**src/rtl/anim_pkg.sv**
```systemverilog
// Shared types and default screen constants for the line animator.
// Coordinates are unsigned COORD_W-bit values feeding line_drawer.
package anim_pkg;

  localparam int COORD_W         = 11;
  localparam int DEF_SCREEN_W    = 640;
  localparam int DEF_SCREEN_H    = 480;
  localparam int DEF_STEP        = 4;
  localparam int DEF_HOLD_CYCLES = 5_000_000;

  typedef enum logic [3:0] {
    ST_CLR_START   = 4'd0,
    ST_CLR_WAIT    = 4'd1,
    ST_IDLE        = 4'd2,
    ST_DRAW_START  = 4'd3,
    ST_DRAW_WAIT   = 4'd4,
    ST_HOLD        = 4'd5,
    ST_ERASE_START = 4'd6,
    ST_ERASE_WAIT  = 4'd7,
    ST_MOVE        = 4'd8
  } anim_state_t;

  function automatic logic is_start_state(input anim_state_t s);
    return (s == ST_CLR_START) || (s == ST_DRAW_START) || (s == ST_ERASE_START);
  endfunction

  function automatic logic is_wait_state(input anim_state_t s);
    return (s == ST_CLR_WAIT) || (s == ST_DRAW_WAIT) || (s == ST_ERASE_WAIT);
  endfunction

endpackage

```
**src/rtl/line_animator_hold_timer.sv**
```systemverilog
// Loadable down-counter that times how long a drawn line stays on screen.
// The owner only enables it while the value is non-zero.
module hold_timer #(
  parameter int W = 2
) (
  input  logic         clk,
  input  logic         reset,
  input  logic         load,
  input  logic         en,
  input  logic [W-1:0] load_value,
  output logic [W-1:0] value,
  output logic         expired
);

  logic [W-1:0] value_q, value_d;

  // next count: load wins over decrement
  always_comb begin
    if (load) begin
      value_d = load_value;
    end else if (en) begin
      value_d = value_q - W'(1);
    end else begin
      value_d = value_q;
    end
  end

  // counter register
  always_ff @(posedge clk or posedge reset) begin
    if (reset) begin
      value_q <= {W{1'b0}};
    end else begin
      value_q <= value_d;
    end
  end

  assign value   = value_q;
  assign expired = (value_q == {W{1'b0}});

endmodule

```
**src/rtl/line_animator.sv**
```systemverilog
// Command sequencer for line_drawer: clears the screen row by row after reset,
// then sweeps a white line back and forth, holding and erasing it each frame.
module line_animator
  import anim_pkg::*;
#(
  parameter int SCREEN_W    = DEF_SCREEN_W,
  parameter int SCREEN_H    = DEF_SCREEN_H,
  parameter int STEP        = DEF_STEP,
  parameter int HOLD_CYCLES = DEF_HOLD_CYCLES
) (
  input  logic               clk,
  input  logic               reset,
  input  logic               go,
  input  logic               done,
  output logic               start,
  output logic [COORD_W-1:0] x0,
  output logic [COORD_W-1:0] y0,
  output logic [COORD_W-1:0] x1,
  output logic [COORD_W-1:0] y1,
  output logic               pixel_color,
  output logic               busy
);

  localparam int TW = (HOLD_CYCLES > 1) ? $clog2(HOLD_CYCLES) : 1;
  localparam logic [COORD_W-1:0] X_MAX   = COORD_W'(SCREEN_W - 1);
  localparam logic [COORD_W-1:0] Y_MAX   = COORD_W'(SCREEN_H - 1);
  localparam logic [COORD_W-1:0] STEP_C  = COORD_W'(STEP);
  localparam logic [COORD_W:0]   X_MAX_W = (COORD_W + 1)'(SCREEN_W - 1);
  localparam logic [TW-1:0]      HOLD_LD = TW'(HOLD_CYCLES - 1);

  anim_state_t        state_q, state_d;
  logic [COORD_W-1:0] row_q, row_d, pos_q, pos_d;
  logic               dir_q, dir_d, guard_q, guard_d;
  logic               start_q, start_d, color_q, color_d, busy_q, busy_d;
  logic [COORD_W-1:0] x0_q, x0_d, y0_q, y0_d, x1_q, x1_d, y1_q, y1_d;
  logic [COORD_W:0]   pos_sum;
  logic               tmr_load, tmr_en, tmr_expired;
  logic [TW-1:0]      tmr_value;

  hold_timer #(.W(TW)) u_hold_timer (
    .clk        (clk),
    .reset      (reset),
    .load       (tmr_load),
    .en         (tmr_en),
    .load_value (HOLD_LD),
    .value      (tmr_value),
    .expired    (tmr_expired)
  );

  // state transitions, sweep position update and registered command outputs
  always_comb begin
    state_d  = state_q;
    row_d    = row_q;
    pos_d    = pos_q;
    dir_d    = dir_q;
    tmr_load = 1'b0;
    pos_sum  = {1'b0, pos_q} + {1'b0, STEP_C};
    case (state_q)
      // a START state leaves once its pulse has been presented to the drawer
      ST_CLR_START, ST_DRAW_START, ST_ERASE_START: begin
        if (start_q) begin
          state_d = anim_state_t'(state_q + 4'd1);
        end else begin
          state_d = state_q;
        end
      end
      ST_CLR_WAIT: begin
        if (guard_q && done) begin
          if (row_q == Y_MAX) begin
            row_d   = {COORD_W{1'b0}};
            state_d = ST_IDLE;
          end else begin
            row_d   = row_q + COORD_W'(1);
            state_d = ST_CLR_START;
          end
        end else begin
          state_d = state_q;
        end
      end
      ST_IDLE: begin
        if (go) begin
          state_d = ST_DRAW_START;
        end else begin
          state_d = state_q;
        end
      end
      ST_DRAW_WAIT: begin
        if (guard_q && done) begin
          state_d  = ST_HOLD;
          tmr_load = 1'b1;
        end else begin
          state_d = state_q;
        end
      end
      ST_HOLD: begin
        if (tmr_expired) begin
          state_d = ST_ERASE_START;
        end else begin
          state_d = state_q;
        end
      end
      ST_ERASE_WAIT: begin
        if (guard_q && done) begin
          state_d = ST_MOVE;
        end else begin
          state_d = state_q;
        end
      end
      ST_MOVE: begin
        if (dir_q) begin
          if (pos_sum > X_MAX_W) begin
            pos_d = X_MAX;
            dir_d = 1'b0;
          end else begin
            pos_d = pos_sum[COORD_W-1:0];
          end
        end else begin
          if (pos_q < STEP_C) begin
            pos_d = {COORD_W{1'b0}};
            dir_d = 1'b1;
          end else begin
            pos_d = pos_q - STEP_C;
          end
        end
        state_d = go ? ST_DRAW_START : ST_IDLE;
      end
      default: state_d = ST_CLR_START;
    endcase

    tmr_en = (state_q == ST_HOLD) && (tmr_value != {TW{1'b0}});
    // the guard is set only while remaining in the same WAIT state
    guard_d = is_wait_state(state_q) && (state_d == state_q);
    start_d = is_start_state(state_d);
    busy_d  = (state_d != ST_IDLE);

    x0_d    = x0_q;
    y0_d    = y0_q;
    x1_d    = x1_q;
    y1_d    = y1_q;
    color_d = color_q;
    if (start_d) begin
      if (state_d == ST_CLR_START) begin
        x0_d    = {COORD_W{1'b0}};
        y0_d    = row_d;
        x1_d    = X_MAX;
        y1_d    = row_d;
        color_d = 1'b0;
      end else begin
        x0_d    = pos_d;
        y0_d    = {COORD_W{1'b0}};
        x1_d    = X_MAX - pos_d;
        y1_d    = Y_MAX;
        color_d = (state_d == ST_DRAW_START);
      end
    end else begin
      color_d = color_q;
    end
  end

  // state and output registers
  always_ff @(posedge clk or posedge reset) begin
    if (reset) begin
      state_q <= ST_CLR_START;
      row_q   <= {COORD_W{1'b0}};
      pos_q   <= {COORD_W{1'b0}};
      dir_q   <= 1'b1;
      guard_q <= 1'b0;
      start_q <= 1'b0;
      color_q <= 1'b0;
      busy_q  <= 1'b1;
      x0_q    <= {COORD_W{1'b0}};
      y0_q    <= {COORD_W{1'b0}};
      x1_q    <= {COORD_W{1'b0}};
      y1_q    <= {COORD_W{1'b0}};
    end else begin
      state_q <= state_d;
      row_q   <= row_d;
      pos_q   <= pos_d;
      dir_q   <= dir_d;
      guard_q <= guard_d;
      start_q <= start_d;
      color_q <= color_d;
      busy_q  <= busy_d;
      x0_q    <= x0_d;
      y0_q    <= y0_d;
      x1_q    <= x1_d;
      y1_q    <= y1_d;
    end
  end

  assign start       = start_q;
  assign x0          = x0_q;
  assign y0          = y0_q;
  assign x1          = x1_q;
  assign y1          = y1_q;
  assign pixel_color = color_q;
  assign busy        = busy_q;

endmodule

```
**config.mk**
```make
export PLATFORM = sky130hd
export DESIGN_NAME = line_animator
export DESIGN_NICKNAME = d
export VERILOG_FILES = /design/src/rtl/anim_pkg.sv /design/src/rtl/line_animator_hold_timer.sv /design/src/rtl/line_animator.sv
export SDC_FILE = /design/constraint.sdc
export NUM_CORES = 1
export LEC_CHECK = 0
export ABC_CLOCK_PERIOD_IN_PS = 7000
export CAP_MARGIN = 20
export CELL_PAD_IN_SITES_DETAIL_PLACEMENT = 1
export CELL_PAD_IN_SITES_GLOBAL_PLACEMENT = 1
export CORE_ASPECT_RATIO = 0.8
export CORE_MARGIN = 2
export CORE_UTILIZATION = 48
export CTS_CLUSTER_DIAMETER = 200
export CTS_CLUSTER_SIZE = 28
export DETAILED_ROUTE_END_ITERATION = 8
export PLACE_DENSITY = 0.89
export RECOVER_POWER = 25
export REMOVE_ABC_BUFFERS = 1
export SLEW_MARGIN = 25
export SYNTH_ARGS = -nofsm -noshare
export SYNTH_HDL_FRONTEND = slang
export SYNTH_SLANG_ARGS = --single-unit
```
**constraint.sdc**
```tcl
create_clock -name clk -period 7 [get_ports clk]
set_input_delay 0.7 -clock clk [delete_from_list [all_inputs] [get_ports clk]]
set_output_delay 0.7 -clock clk [all_outputs]
set_load 0.05 [all_outputs]
```
==> impl_metrics.ini, run 1 <==
[synth]
avgSynthCellArea_um2 = 9.77
yosysTopAreaCellShare = 0.470
synth_edf_count = 0
synth-simple-area-share = 0.205
ys_warn_count = 0
synth_fa_ha_area_frac = 0.0230
yosysSeqAreaShare = 0.480
synth_top_area_cell = dfrtp_1
synth_ff_type = dfrtp_1
syn_area_um2 = 4900
syn_inst = 502
synth_compound_area_frac = 0.173
async_flop_share = 1.00
synth_seq_cells = 94
synth_top_family_by_area = simple AND/OR/NAND/NOR gates
ys_types = 67
post_synth_xor_area_fraction = 0.0500
synth_mux_area_frac = 0.0143
netlist_top_cells_area = dfrtp_1, nor2_1, xnor2_1

[clock_tree]
cts.sinks = 94
postCtsSetupBuffers = 0
clkTransAtPathRegs_ns = 0.07
clk_latency_ns = 0.35
cts_root_buf = clkbuf_16
cts_tree = built
hold_buffers = 0
clock_path_buffers = 2
ctsResizeCount = 0
h-tree-depth = 3
cts_made_buffers = 9

[drt]
vias_per_cell = 5.92
firstDrtPassIters = 4
ant_nets = 0
drc = 0
wirelength_um = 13600
avgRoutedWirePerCell_um = 19.9
dr_total_vias = 4057
first_iter_violations = 249

[floorplanning]
fp.coreArea_um2 = 9810
die_w_um = 117
die-area_um2 = 11000
ios = 51
initial_core_util = 0.500
die_h_um = 94.4
num_rows = 32

[final_layout]
final_common_cell = dfrtp_1
insertedDiodeCount = 0
num-nets-final = 557
synthToLayoutAreaGrowth_pct = 18.8
layout-drive-gt1-share = 0.0765
register_area_um2 = 2350
design_area_um2 = 5830
fillerInstances = 1099
layout_common_cells = dfrtp_1, clkdlybuf4s50_1, nor2_1, nand2_1, inv_1
multi_input_area_um2 = 2280

[sta]
finalCritPeriodShare = 0.553
clock-skew-final_ns = 0.0125
setup_tns_ns = 0
rsz0062_at_grt = false
maxSlewViolCount = 0
period_needed_ns = 3.87
setup_viol = 0
worst_pin_slew_ns = 0.943
finalHoldViolations = 0
max-slew-margin-rel = 0.372
max_freq_ghz = 0.259

[worst_setup_path]
crit_fanout = 21
crit_type = reg -> reg
arrival_ns = 4.10
cp-start-kind = flop
crit_path_end_kind = flop
r2r_slack_ns = 3.13
required_ns = 7.23

[power_and_ir_drop]
pwr_density_cell_nw_per_um2 = 465
power_leakage_uw = 0.00239
ir_drop_uv = 349

[global_route]
track_usage = 0.269
grt_max_degree = 76
antenna_found_initial = 0
grt_overflow_total = 0
grt_pass1_wl_um = 22900
first_global_vias = 4418

[run_status]
outcome = finished, final reports clean

[place]
port-buffer-count = 50
placed_area_um2 = 5490
gp_congestion = 0.885
hpwlAfterDp_um = 9300

[job]
cap_violations = 0

[min_path]
hold_class = reg -> reg
==> through the flow <==
step / total power, µW / std cells / hold slack, ns / util / setup slack, ns
3_3_place_gp: 2070 / 669 / 0.493 / 0.559 / 3.13
2_1_floorplan: 1710 / 478 / 0.466 / - / 3.13
3_5_place_dp: 2130 / 669 / 0.498 / 0.559 / 2.99
5_1_grt: 2860 / 685 / 0.538 / 0.594 / 2.93
4_1_cts: 2720 / 685 / 0.510 / 0.594 / 3.15
6_report: 2710 / 685 / 0.509 / 0.594 / 3.13
==> cell families after synthesis <==
logic type,Yosys count
AOI/OAI and AO/OA,115
xor gates and xnor gates,28
adders and majority gates,9
buffers and inverters,61
DFF,94
muxes,7
and+or+nand+nor,188
==> Yosys cell counts, types with 8 or more instances <==
master	number
a21oi_1	24
and3_1	9
clkbuf_1	11
dfrtp_1	92
ha_1	9
inv_1	37
nand2_1	39
nand2b_1	8
nand3_1	13
nor2_1	48
nor3_1	18
nor4_1	11
o21ai_0	26
xnor2_1	20
xor2_1	8
==> power by group <==
group / internal (µW) / switching, µW / leakage [µW]
sequential: 667 / 131 / 0.00115
clock: 349 / 213 / 0.000159
combinational: 472 / 880 / 0.00108
total: 1490 / 1220 / 0.00239
==> layer usage <==
| metal | share of wire | vias to the layer above | GRT usage |
|---|---|---|---|
| met5 | 0 | - | 0 |
| met3 | 0.044 | 35 | 0.0558 |
| met1 | 0.43 | 2034 | 0.345 |
| met4 | 0.023 | 0 | 0.0990 |
| li1 | - | 1872 | - |
| met2 | 0.50 | 116 | 0.450 |
==> worst max-delay path: stages, from the launching register on <==
cell	delay, ns
dfrtp_1	0.47
inv_1	0.15
ha_1	0.34
nor3_2	0.22
nor3_1	0.13
a311oi_1	0.56
nand3_4	0.19
or4b_1	0.79
o31ai_4	0.20
buf_4	0.36
a2bb2o_1	0.31
==> final timing paths <==
check                      depth (start not counted)  startpoint       end
hold reg to reg                                    1       y1[3]     y1[3]
max in group asynchronous                          3       reset     x0[7]
hold / removal                                     1       y1[3]     y1[3]
setup reg to reg                                  10  state_q[0]     x0[5]
setup / recovery                                  10  state_q[0]     x0[5]
min in group asynchronous                          2       reset  pos_q[5]
==> final cells by class <==
cell class	count	area share
inverters	37	0.0241
repair buffers	55	0.0924
clock inverters	6	0.0189
multi-input cells	347	0.392
clock buffers	10	0.0393
well taps	136	0.0292
flip-flops and latches	94	0.404
==> flip-flops by register name (all words and copies together) (netlist names) <==
register,cells
y1,8
x0,11
x1,10
row_q,11
pos_q,11
y0,11
state_q,4
guard_q,1
pixel_color,1
dir_q,1
busy,1
start,1
u_hold_timer.value,23
(Power assumes the default switching activity.)
==> run 2, diff against run 1 <==
Settings changed: ABC_CLOCK_PERIOD_IN_PS 7000 to 3950, CORE_UTILIZATION 48 to 44, PLACE_DENSITY 0.89 to 0.82.
Clock period 7 ns to 3.95 ns, I/O delays scaled along.
==> run 2 against run 1 <==
The flow now finishes with violations (max-capacitance violations, max-slew violations). Maximum frequency grew 7.9%. Sequential share of layout area shrank 0.33 points. Routed wire length shrank 2.2%. Critical path type unchanged.
==> impl_metrics.ini, run 2 (synthesis results as in run 1) <==
[run_status]
failed_checks = max-capacitance violations, max-slew violations
outcome = finished with violations

[worst_setup_path]
slowest_delay_ns = 0.62
cp.depth = 10
arrival_ns = 3.81
reg2reg_to = x0[4]
reg2reg_depth = 10
cpLargestDelayFamily = compound AO/OA/AOI/OAI gates
required_ns = 4.18
crit_type = reg -> reg
cp-start-kind = flop
crit_fanout = 13
critPathLaunch = state_q[0]
crit_buf_inv = 2
crit_path_end_kind = flop
slowest_stage = o31ai_4
path_cells = inv_1 > ha_1 > nor3_2 > nor3_1 > a311oi_1 > nand3_4 > xnor2_1 > o31ai_4 > buf_6 > a2bb2o_1
endpoint = x0[4]
r2r_slack_ns = 0.37
r2r_start = state_q[0]

[drt]
dr_total_vias = 4079
first_iter_violations = 359
firstDrtPassIters = 4
vias_per_cell = 5.81
wirelength_um = 13300
ant_nets = 0
avgRoutedWirePerCell_um = 19.0
drc = 0

[sta]
period_needed_ns = 3.58
setup_viol = 0
finalHoldViolations = 0
rsz0062_at_grt = false
finalCritPeriodShare = 0.907
worst_pin_slew_ns = 2.21
setup_tns_ns = 0
clock-skew-final_ns = 0.00674
max_freq_ghz = 0.279
max-slew-margin-rel = -0.482
maxSlewViolCount = 48
layout_setup_ws_ns = 0.366

[floorplanning]
die_w_um = 122
fp.coreArea_um2 = 10800
num_rows = 34
die_h_um = 98.4
initial_core_util = 0.452
ios = 51
die-area_um2 = 12000

[final_layout]
insertedDiodeCount = 0
synthToLayoutAreaGrowth_pct = 19.8
num-nets-final = 566
final_common_cell = dfrtp_1
fillerInstances = 1226
layout_common_cells = dfrtp_1, clkdlybuf4s50_1, nor2_1, nand2_1, inv_1
largest_register_ff_count = 23
layout-drive-gt1-share = 0.0914

[clock_tree]
hold_buffers = 0
cts_root_buf = clkbuf_16
clkTransAtPathRegs_ns = 0.07
postCtsSetupBuffers = 0
cts_made_buffers = 9
clock_path_buffers = 2
cts.sinks = 94
ctsResizeCount = 0
clk_latency_ns = 0.35
cts_tree = built
h-tree-depth = 3

[place]
hpwlAfterDp_um = 8930
gp_congestion = 0.908
place_ws_ns = 0.0902
port-buffer-count = 50

[power_and_ir_drop]
p_total_uw = 4800
power_leakage_uw = 0.00242
pwr_density_cell_nw_per_um2 = 817
ir_drop_uv = 384

[global_route]
grt_overflow_total = 0
track_usage = 0.236
first_global_vias = 4325
grt_max_degree = 48
grt_pass1_wl_um = 22200
antenna_found_initial = 0

[min_path]
hold_class = reg -> reg
min_path_cells = 1

[job]
cap_violations = 1
==> run 2: cell count changes in the layout (fill, tap and decap cells not counted), sizes merged <==
cell	change
bufinv	-2
clkinvlp	-2
buf	+8
clkinv	+3
inv	+1
clkbuf	+1
==> run 2: where the power goes <==
part	total [µW]	internal [µW]	leakage (µW)	switching, µW
Combinational	2480	911	0.00112	1570
Sequential	1420	1180	0.00115	236
Clock	897	512	0.000153	384
==> run 2: worst min path at each step <==
stage | start | endpoint | slack, ns
2_1_floorplan | row_q[10] | row_q[10] | 0.47
3_3_place_gp | y1[3] | y1[3] | 0.49
3_5_place_dp | row_q[10] | row_q[10] | 0.49
4_1_cts | row_q[10] | row_q[10] | 0.51
5_1_grt | row_q[10] | row_q[10] | 0.53
6_report | row_q[10] | row_q[10] | 0.50
==> run 2: metrics by stage <==
step | std cells | instance area [µm²] | util | hold slack (ns)
after global routing | 702 | 5870 | 0.541 | 0.534
final | 702 | 5870 | 0.541 | 0.501
after CTS | 701 | 5870 | 0.541 | 0.506
after floorplan | 478 | 4770 | - | 0.466
after global placement | 685 | 5560 | 0.512 | 0.490
after detailed placement | 685 | 5560 | 0.512 | 0.490
==> run 2: routing by layer <==
metal,global-route usage,share of wire,vias to the layer above
met3,0.0394,0.034,10
met2,0.382,0.49,90
li1,-,-,1902
met4,0.0778,0.011,0
met5,0,0,-
met1,0.324,0.47,2077
==> run 2: worst reg2reg max path, cell delays in order, from the launching register on <==
cell and delay [ns]:
dfrtp_1 0.46, inv_1 0.13, ha_1 0.32, nor3_2 0.23, nor3_1 0.13, a311oi_1 0.57
nand3_4 0.20, xnor2_1 0.25, o31ai_4 0.62, buf_6 0.26, a2bb2o_1 0.29
==> run 2: area by class of cell <==
cell class / count / area, µm² / share of cell area
multi-input cells: 347 / 2280 / 0.389
well taps: 144 / 180 / 0.0307
repair buffers: 64 / 606 / 0.103
flip-flops and latches: 94 / 2350 / 0.401
inverters: 37 / 140 / 0.0239
clock inverters: 6 / 70.1 / 0.0119
clock buffers: 10 / 239 / 0.0407
